## src/rtl/decode_ctrl.sv

```systemverilog
// Registered, handshaked instruction decoder with NZP condition codes and
// writeback tracking so conditional branches resolve only against current flags.
module decode_ctrl #(
  parameter int DATA_W     = 16,
  parameter int MAX_PEND   = 4,
  parameter int ENABLE_MEM = 1
) (
  input  logic              clk,
  input  logic              rst,
  input  logic              instr_valid,
  input  logic [15:0]       instr,
  output logic              instr_ready,
  input  logic              wb_valid,
  input  logic [DATA_W-1:0] wb_data,
  output logic              out_valid,
  input  logic              out_ready,
  output logic [1:0]        alu_op,
  output logic [1:0]        ssel,
  output logic              we_reg,
  output logic              mem_rd,
  output logic              mem_wr,
  output logic              branch_taken,
  output logic              illegal,
  output logic [2:0]        dr,
  output logic [2:0]        sr1,
  output logic [2:0]        sr2,
  output logic [DATA_W-1:0] imm,
  output logic [2:0]        nzp,
  output logic              stalled
);

  localparam logic [0:0] S_RUN  = 1'b0;
  localparam logic [0:0] S_WAIT = 1'b1;
  localparam logic [3:0] PEND_MAX = 4'(MAX_PEND);

  logic [0:0]        state;
  logic [3:0]        pend;
  logic [15:0]       hold;
  logic [15:0]       dword;
  logic [3:0]        opc;
  logic              d_we, d_mrd, d_mwr, d_br, d_ill;
  logic [1:0]        d_ssel;
  logic [DATA_W-1:0] d_imm;
  logic              accept, is_br, inc, dec;

  assign instr_ready = (state == S_RUN) && (!out_valid || out_ready) && (pend < PEND_MAX);
  assign accept      = instr_valid && instr_ready;
  assign is_br       = (instr[15:12] == 4'b0000);
  assign stalled     = (state == S_WAIT);
  // While stalled the held branch is the word being decoded.
  assign dword       = (state == S_WAIT) ? hold : instr;
  assign opc         = dword[15:12];
  assign inc         = accept && d_we;
  assign dec         = wb_valid && (pend != 4'd0);

  always_comb begin
    d_we   = 1'b0;
    d_mrd  = 1'b0;
    d_mwr  = 1'b0;
    d_br   = 1'b0;
    d_ill  = 1'b0;
    case (opc)
      4'b0000: d_br = |(dword[11:9] & nzp);
      4'b0001, 4'b0101, 4'b1001, 4'b1110: d_we = 1'b1;
      4'b0010: begin
        if (ENABLE_MEM != 0) begin
          d_we  = 1'b1;
          d_mrd = 1'b1;
        end else begin
          d_ill = 1'b1;
        end
      end
      4'b0011: begin
        if (ENABLE_MEM != 0) d_mwr = 1'b1;
        else d_ill = 1'b1;
      end
      4'b1100: d_br = 1'b1;
      default: d_ill = 1'b1;
    endcase
    if (dword[5] && (dword[13:12] == 2'b01)) d_ssel = 2'b00;
    else if ((opc == 4'b1110) || (opc == 4'b0010) || (opc == 4'b0011)) d_ssel = 2'b01;
    else d_ssel = 2'b10;
    if ((opc == 4'b0001) || (opc == 4'b0101)) d_imm = {{(DATA_W-5){dword[4]}}, dword[4:0]};
    else d_imm = {{(DATA_W-9){dword[8]}}, dword[8:0]};
  end

  always_ff @(posedge clk) begin
    if (rst) begin
      state        <= S_RUN;
      pend         <= 4'd0;
      nzp          <= 3'b010;
      hold         <= 16'd0;
      out_valid    <= 1'b0;
      alu_op       <= 2'b00;
      ssel         <= 2'b00;
      we_reg       <= 1'b0;
      mem_rd       <= 1'b0;
      mem_wr       <= 1'b0;
      branch_taken <= 1'b0;
      illegal      <= 1'b0;
      dr           <= 3'd0;
      sr1          <= 3'd0;
      sr2          <= 3'd0;
      imm          <= '0;
    end else begin
      case ({inc, dec})
        2'b10:   pend <= pend + 4'd1;
        2'b01:   pend <= pend - 4'd1;
        default: pend <= pend;
      endcase
      if (wb_valid) begin
        nzp <= {wb_data[DATA_W-1], (wb_data == '0), (!wb_data[DATA_W-1] && (wb_data != '0))};
      end
      // A decoded bundle is loaded on a direct accept or on stalled-branch resolution.
      if ((state == S_RUN && accept && !(is_br && pend != 4'd0)) ||
          (state == S_WAIT && pend == 4'd0)) begin
        out_valid    <= 1'b1;
        alu_op       <= dword[15:14];
        ssel         <= d_ssel;
        we_reg       <= d_we;
        mem_rd       <= d_mrd;
        mem_wr       <= d_mwr;
        branch_taken <= d_br;
        illegal      <= d_ill;
        dr           <= dword[11:9];
        sr1          <= dword[8:6];
        sr2          <= dword[2:0];
        imm          <= d_imm;
        state        <= S_RUN;
      end else if (state == S_RUN && accept) begin
        hold      <= instr;
        out_valid <= 1'b0;
        state     <= S_WAIT;
      end else if (state == S_RUN && out_ready) begin
        out_valid <= 1'b0;
      end else begin
        out_valid <= out_valid;
      end
    end
  end

endmodule
```

## config.mk

```make
export PLATFORM = sky130hd
export DESIGN_NAME = decode_ctrl
export DESIGN_NICKNAME = d
export VERILOG_FILES = /design/src/rtl/decode_ctrl.sv
export SDC_FILE = /design/constraint.sdc
export NUM_CORES = 1
export LEC_CHECK = 0
export BUFFER_PORTS_ARGS = -buffer_cell sky130_fd_sc_hd__buf_2
export CAP_MARGIN = 30
export CORE_MARGIN = 3
export CORE_UTILIZATION = 50
export DETAILED_ROUTE_END_ITERATION = 10
export PLACE_DENSITY = 0.86
export SYNTH_ARGS = -nofsm -noshare
export SYNTH_HDL_FRONTEND = slang
export SYNTH_SLANG_ARGS = --single-unit
```

## constraint.sdc

```tcl
create_clock -name clk -period 3.4 [get_ports clk]
set_input_delay 0.17 -clock clk [delete_from_list [all_inputs] [get_ports clk]]
set_output_delay 0.17 -clock clk [all_outputs]
set_load 0.005 [all_outputs]
```

==> flow_metrics.tcl, run 1 <==
set metrics [dict create \
    max_cap_viol_count 0 \
    registers.top_by_ff_count "hold" \
    postRouteAntennaNets 0 \
    cts-htree-levels 2 \
    timing.final.setup_violations 0 \
    total_leakage_power_nw 1.30 \
    timing_worst_setup_path_type "flop to flop" \
    crit_path_max_fanout 7 \
    post_cts_hold_buffer_count 0 \
    ys_seq_elements 49 \
    grt_use_total 0.180 \
    cp.arrival_ns 3.29 \
    fp.dieArea_um2 5540 \
    syn_inst_count 255 \
    gpl_wtd_cong 0.880 \
    routedWlPerCell_um 13.3 \
    path_depth 11 \
    grt_pass1_wl_um 7880 \
    synth.yosys.seq_area_share 0.419 \
    synth_enable_flop_cells 0 \
    syn-mean-instance-area_um2 9.18 \
    timing.critical_path.to_type "flop" \
    worstPathCellList "mux2i_2 > nand3b_1 > nand4b_1 > nand3_1 > ha_1 > ha_1 > a21o_1 > a21oi_1 > xnor2_1 > or3_1 > a21oi_1" \
    layout.nets 357 \
    clock_tree.buffer_depth 2 \
    worst-r2r-cell-count 11 \
    yosysWarnings 0 \
    fin_tns_setup_ns 0 \
    worstMarginPinSlew_ns 0.825 \
    power.ir.vdd_worst_mv 0.370 \
    power_per_cell_area_nw_per_um2 759 \
    synth_fa_ha_area_frac 0.0246 \
    hold_class "input port to flop" \
    grt_max_degree 45 \
    finalHoldWorstSlack_ns 0.111 \
    overflow 0 \
    antennaDiodeCount 0 \
    num_vias 1972 \
    synthXorXnorAreaFrac 0.0112 \
    num_io_pins 77 \
    skew_ns 0.00522 \
    synth-simple-area-share 0.196 \
    crit_path_max_incr_delay_ns 0.63 \
    synth_top_flop_cell "dfxtp_1" \
    drt_iter0_drc 84 \
    first_global_vias 1826 \
    status "finished, final reports clean" \
    layout_setup_ws_ns 0.345 \
    worst_skew_pair.late_latency_ns 0.30 \
    yosys-mux-area-fraction 0.145 \
    route.detailed.drc 0 \
    place.port_buffers 76 \
    finalCriticalPeriod_ns 3.06 \
    first_pass_iters 4 \
    rows 24 \
    fin_total_pwr_mw 2.09 \
    area_growth_syn_to_layout_pct 17.8 \
    synth_top_family_by_area "simple AND/OR/NAND/NOR gates" \
    grt_antenna_before_repair 0 \
    cts-buffers-inserted 5 \
    synth_top_area_frac 0.419 \
    synthesized_area_fraction_occupied_by_ao_oa_aoi_and_oai_cells 0.122 \
    worst-r2r-setup-slack_ns 0.34 \
    clock-root-buffer "clkbuf_8" \
    via_per_inst 5.34 \
    cts.sinks 49 \
    mappedNetlistArea_um2 2340 \
    postRouteWirelength_um 4900 \
    cts_resized 0 \
    worst_setup_hold_path_clk_slew_ns 0.09 \
    placeableCoreArea_um2 4440 \
    height_of_the_die_um 74.4 \
    detailedPlacementHpwl_um 3620 \
    hold_viol_final 0 \
    pre_cts_ws_ns 0.356 \
    largest_register_ffs 16 \
    start_util 0.526 \
    post-synth-top-area-cell "dfxtp_1" \
    die-width_um 74.4 \
    reg2reg_to "pend[3]" \
    largest_registers "hold (16), imm (7), pend (4)" \
    postSynth.asyncResetShare 0 \
    report.final.slew_viol_count 0 \
    critical_path.top_delay_family "simple AND/OR/NAND/NOR gates" \
    synth_fp_nets 296 \
    max_clock_freq_mhz 327 \
    cts.repair_timing.setup_buffer_count 0 \
    slew_headroom 0.449 \
    rsz_0062_raised_after_global_routing "no" \
    fillers 370 \
    timing.final.crit_share 0.899 \
    timing.rr.start "stalled" \
    tritoncts_clock_tree "done" \
    crit_slowest_cell "dfxtp_1" \
    endpoint "pend[3]" \
    crit_buf_inv 0 \
    timing.critical_path.from_type "flop" \
    synthTopCellsByArea "dfxtp_1 42%, mux2i_1 9.4%, nor2_1 6.7%" \
    post_route_cells_drive_above_1_share 0.306 \
    synth_cell_types 47 \
    crit_path_start "stalled" \
    required_ns 3.63 \
]
[worst reg2reg max path: cells and delay by family (launching register included)]
family	cells	cell delay, ns
fa+ha+maj	2	0.52
mux	1	0.43
simple gates	4	0.86
flops	1	0.63
compound gates	3	0.47
xor+xnor	1	0.09
[cell type report]
cell class	instances	area, µm²	share of cell area
sequential	49	981	0.356
inverter	8	30.0	0.0109
clock inverter	2	38.8	0.0141
tap	52	65.1	0.0236
multi-input combinational	174	1170	0.426
timing repair buffer	78	395	0.143
clock buffer	6	72.6	0.0263
[how the worst min path moves through the flow]
stage	from	to	slack, ns	depth (start not counted)
floorplan	wb_valid	nzp[1]	0.28	1
global placement	instr[4]	hold[4]	0.42	3
detailed placement	instr[3]	hold[3]	0.42	3
CTS	instr[3]	hold[3]	0.10	3
global route	instr[3]	hold[3]	0.11	3
finish	instr[11]	hold[11]	0.11	3
[cells by family (layout without fill, tap and decap cells)]
family,count (synthesis),in the layout
flip-flops,49,49
buffers and inverters,32,94
adder cells (fa/ha/maj),4,4
multiplexers,30,30
AND/OR/NAND/NOR,93,93
AO/OA/AOI/OAI,44,44
XOR/XNOR,3,3
[Yosys cell counts, types with 2 or more instances]
| master | count |
|---|---|
| dfxtp_1 | 49 |
| nor2_1 | 42 |
| mux2i_1 | 22 |
| a21oi_1 | 18 |
| nand2_1 | 16 |
| buf_4 | 11 |
| a211oi_1 | 10 |
| nor3_1 | 9 |
| inv_1 | 8 |
| clkbuf_1 | 6 |
| nand2b_1 | 6 |
| buf_2 | 5 |
| a211o_1 | 4 |
| mux2_2 | 4 |
| nor4_1 | 4 |
| ha_1 | 3 |
| o21ai_0 | 3 |
| mux2i_4 | 2 |
| nand3_1 | 2 |
| nand3b_1 | 2 |
| or3_1 | 2 |
| xor2_1 | 2 |
[report_power, final]
part           switching (mW)  total (mW)  internal (mW)
clock                   0.191       0.412          0.221
sequential             0.0895       0.799          0.710
combinational           0.486       0.881          0.395
[per-stage QoR]
step	utilization	cells	area [µm²]
final	0.620	369	2760
after detailed placement	0.595	361	2650
after floorplan	-	255	2340
after CTS	0.620	369	2760
after global placement	0.595	361	2650
after global routing	0.620	369	2760
[placed cells by master (no fill, tap or decap), drive strengths merged, types with 2 or more instances in the layout]
cell type / n
nor2: 43
a211o: 4
nand3b: 2
mux2i: 25
nand4b: 3
xor2: 2
nand2: 16
nand3: 2
buf: 78
nand2b: 6
mux2: 5
a21oi: 18
o21ai: 4
ha: 3
nor4: 4
clkbuf: 6
inv: 8
or3: 2
dfxtp: 49
a211oi: 10
nor3: 9
[routing by layer]
| metal | track usage | part of all wire | vias up |
|---|---|---|---|
| li1 | - | - | 999 |
| met1 | 0.225 | 0.45 | 896 |
| met2 | 0.303 | 0.47 | 69 |
| met3 | 0.0446 | 0.062 | 8 |
| met4 | 0.0593 | 0.018 | 0 |
| met5 | 0 | 0 | - |
(Power assumes the default switching activity.)
==> run 2, diff against run 1 <==
--- a/config.mk
+++ b/config.mk
@@ -5,10 +5,11 @@
 export SDC_FILE = /design/constraint.sdc
 export NUM_CORES = 1
 export LEC_CHECK = 0
+export ABC_AREA = 1
 export BUFFER_PORTS_ARGS = -buffer_cell sky130_fd_sc_hd__buf_2
 export CAP_MARGIN = 30
 export CORE_MARGIN = 3
-export CORE_UTILIZATION = 50
+export CORE_UTILIZATION = 51
 export DETAILED_ROUTE_END_ITERATION = 10
 export PLACE_DENSITY = 0.86
 export SYNTH_ARGS = -nofsm -noshare
==> flow_metrics.tcl, run 2 <==
set metrics [dict create \
    postRouteAntennaNets 0 \
    gpl_wtd_cong 0.972 \
    report.final.slew_viol_count 0 \
    post_cts_hold_buffer_count 0 \
    power.ir.vdd_worst_mv 0.306 \
    fp.dieArea_um2 5930 \
    mostFrequentLayoutCell "nand2_1" \
    max_clock_freq_mhz 369 \
    grt_antenna_before_repair 0 \
    ys_seq_elements 49 \
    finalHoldWorstSlack_ns 0.117 \
    layout.nets 486 \
    synth_top_flop_cell "dfxtp_1" \
    crit_buf_inv 1 \
    power.sequential.fraction 0.375 \
    synth_cell_types 32 \
    via_per_inst 4.86 \
    post-synth-top-area-cell "dfxtp_1" \
    power_per_cell_area_nw_per_um2 740 \
    timing_worst_setup_path_type "flop to flop" \
    start_util 0.537 \
    postSynth.asyncResetShare 0 \
    die-width_um 77.0 \
    path_depth 14 \
    post_route_cells_drive_above_1_share 0.215 \
    timing.critical_path.from_type "flop" \
    largest_register_ffs 16 \
    place.port_buffers 76 \
    fillers 466 \
    worst-r2r-cell-count 14 \
    crit_path_max_fanout 24 \
    worstPathCellList "buf_4 > o21ai_0 > nor2_1 > nand2_1 > nand2_1 > nand2_1 > ha_1 > ha_1 > a21oi_1 > nand2_1 > nand2_1 > nand2_1 > nand2_1 > a21oi_1" \
    ff_latch_area_um2 981 \
    crit_path_max_incr_delay_ns 0.57 \
    synth_enable_flop_cells 0 \
    clock-root-buffer "clkbuf_8" \
    num_io_pins 77 \
    cts-htree-levels 2 \
    antennaDiodeCount 0 \
    required_ns 3.59 \
    grtUsageMet2 0.348 \
    cts-buffers-inserted 5 \
    tritoncts_clock_tree "done" \
    detailedPlacementHpwl_um 4260 \
    status "finished, final reports clean" \
    critical_path.top_delay_family "simple AND/OR/NAND/NOR gates" \
    postRouteWirelength_um 5830 \
    grt_pass1_wl_um 10100 \
    finalNonFillerCells 513 \
    grt.met1_usage 0.260 \
    hold_depth 2 \
    synth_fp_nets 427 \
    grt_use_total 0.206 \
    rsz_0062_raised_after_global_routing "no" \
    synth_top_area_frac 0.382 \
    cts.sinks 49 \
    overflow 0 \
    clock_power_share 0.160 \
    routedWlPerCell_um 11.4 \
    total_leakage_power_nw 1.56 \
    layout_setup_ws_ns 0.688 \
    timing.critical_path.to_type "flop" \
    netlist_top_cells_count "132 x nand2_1, 51 x nor2_1, 49 x dfxtp_1, 37 x nand3_1, 35 x inv_1" \
    crit_slowest_cell "dfxtp_1" \
    hold_viol_final 0 \
    area_growth_syn_to_layout_pct 15.1 \
    met3_use_gr 0.0469 \
    worst_setup_hold_path_clk_slew_ns 0.09 \
    mappedNetlistArea_um2 2570 \
    syn_inst_count 386 \
    drt_iter0_drc 266 \
    syn-mean-instance-area_um2 6.66 \
    timing.final.crit_share 0.798 \
    area_of_combinational_cells_with_multiple_inputs_um2 1280 \
    skew_ns 0.00871 \
    first_pass_iters 5 \
    height_of_the_die_um 77.0 \
    net-switching-power_mw 0.942 \
    internal_power_mw 1.25 \
    pre_cts_ws_ns 0.773 \
    rows 25 \
    num_vias 2493 \
    placeableCoreArea_um2 4790 \
    top_count_cell_post_synth "nand2_1" \
    finalCriticalPeriod_ns 2.71 \
    clock_tree.buffer_depth 2 \
    largest_registers "hold (16), imm (7), pend (4)" \
    yosysWarnings 0 \
    first_global_vias 2297 \
    cp.arrival_ns 2.91 \
    hold_class "input port to flop" \
    worst_skew_pair.late_latency_ns 0.31 \
    p_sw_frac 0.430 \
    slew_headroom 0.510 \
    registers.top_by_ff_count "hold" \
    grt-busiest-layer "met2" \
    synth.yosys.seq_area_share 0.382 \
    dp.cells 505 \
    worst-r2r-setup-slack_ns 0.69 \
    power.combinational.fraction 0.465 \
    timing.final.setup_violations 0 \
    grt_max_degree 46 \
    synthTopCellsByArea "dfxtp_1 38%, nand2_1 19%, nor2_1 7.4%" \
    fin_tns_setup_ns 0 \
    worstMarginPinSlew_ns 0.735 \
    cts_resized 0 \
    final_cell_mix "132 x nand2_1, 76 x buf_2, 51 x nor2_1, 49 x dfxtp_1, 37 x nand3_1" \
    crit_path_frequent_cell "nand2_1" \
    cts.repair_timing.setup_buffer_count 0 \
    max_cap_viol_count 0 \
    route.detailed.drc 0 \
]
## run 2: cell count changes in the layout (fill, tap and decap cells not counted), moves of 9 or more
cell | previous run | this run
nand2_1 | 16 | 132
a211oi_1 | 10 | 0
mux2i_1 | 22 | 0
nor2_1 | 42 | 51
nand3_1 | 2 | 37
a21oi_1 | 18 | 8
o21ai_0 | 3 | 17
inv_1 | 8 | 35
## run 2: per-stage QoR
stage | utilization | total power, mW | area (µm²)
floorplan | - | 1.61 | 2570
global placement | 0.600 | 1.82 | 2870
detailed placement | 0.600 | 1.84 | 2870
CTS | 0.619 | 2.20 | 2960
global route | 0.619 | 2.39 | 2960
finish | 0.619 | 2.19 | 2960
## run 2: logic make-up after synthesis
logic type,share of synthesized area
and+or+nand+nor,0.411
buffers and inverters,0.121
DFF,0.382
AOI/OAI and AO/OA,0.0569
adders and majority gates,0.0224
xor gates and xnor gates,0.00681
## run 2: path summary, 6_finish.rpt
check,startpoint,to
min reg2reg,hold[13],hold[13]
max,stalled,pend[3]
min,wb_valid,nzp[2]
max reg2reg,stalled,pend[3]
## run 2: layer usage
metal | vias to the layer above | routed length, µm
met5 | - | 0
met4 | 0 | 76
met3 | 8 | 383
met2 | 80 | 2730
met1 | 1095 | 2640
li1 | 1310 | -
## run 2: cell type report
type                       count  share of cell area
clock buffer                   5              0.0232
clock inverter                 3             0.00719
inverter                      37              0.0469
multi-input combinational    275               0.432
sequential                    49               0.331
tap                           67              0.0283
timing repair buffer          77               0.131
## run 2: power by group through the flow
stage | registers [mW] | logic [mW] | clock network, mW
6_report | 0.822 | 1.02 | 0.351
5_1_grt | 0.846 | 1.17 | 0.381
4_1_cts | 0.822 | 1.01 | 0.361
3_5_place_dp | 0.835 | 1.01 | 0
3_3_place_gp | 0.830 | 0.987 | 0
2_1_floorplan | 0.831 | 0.777 | 0
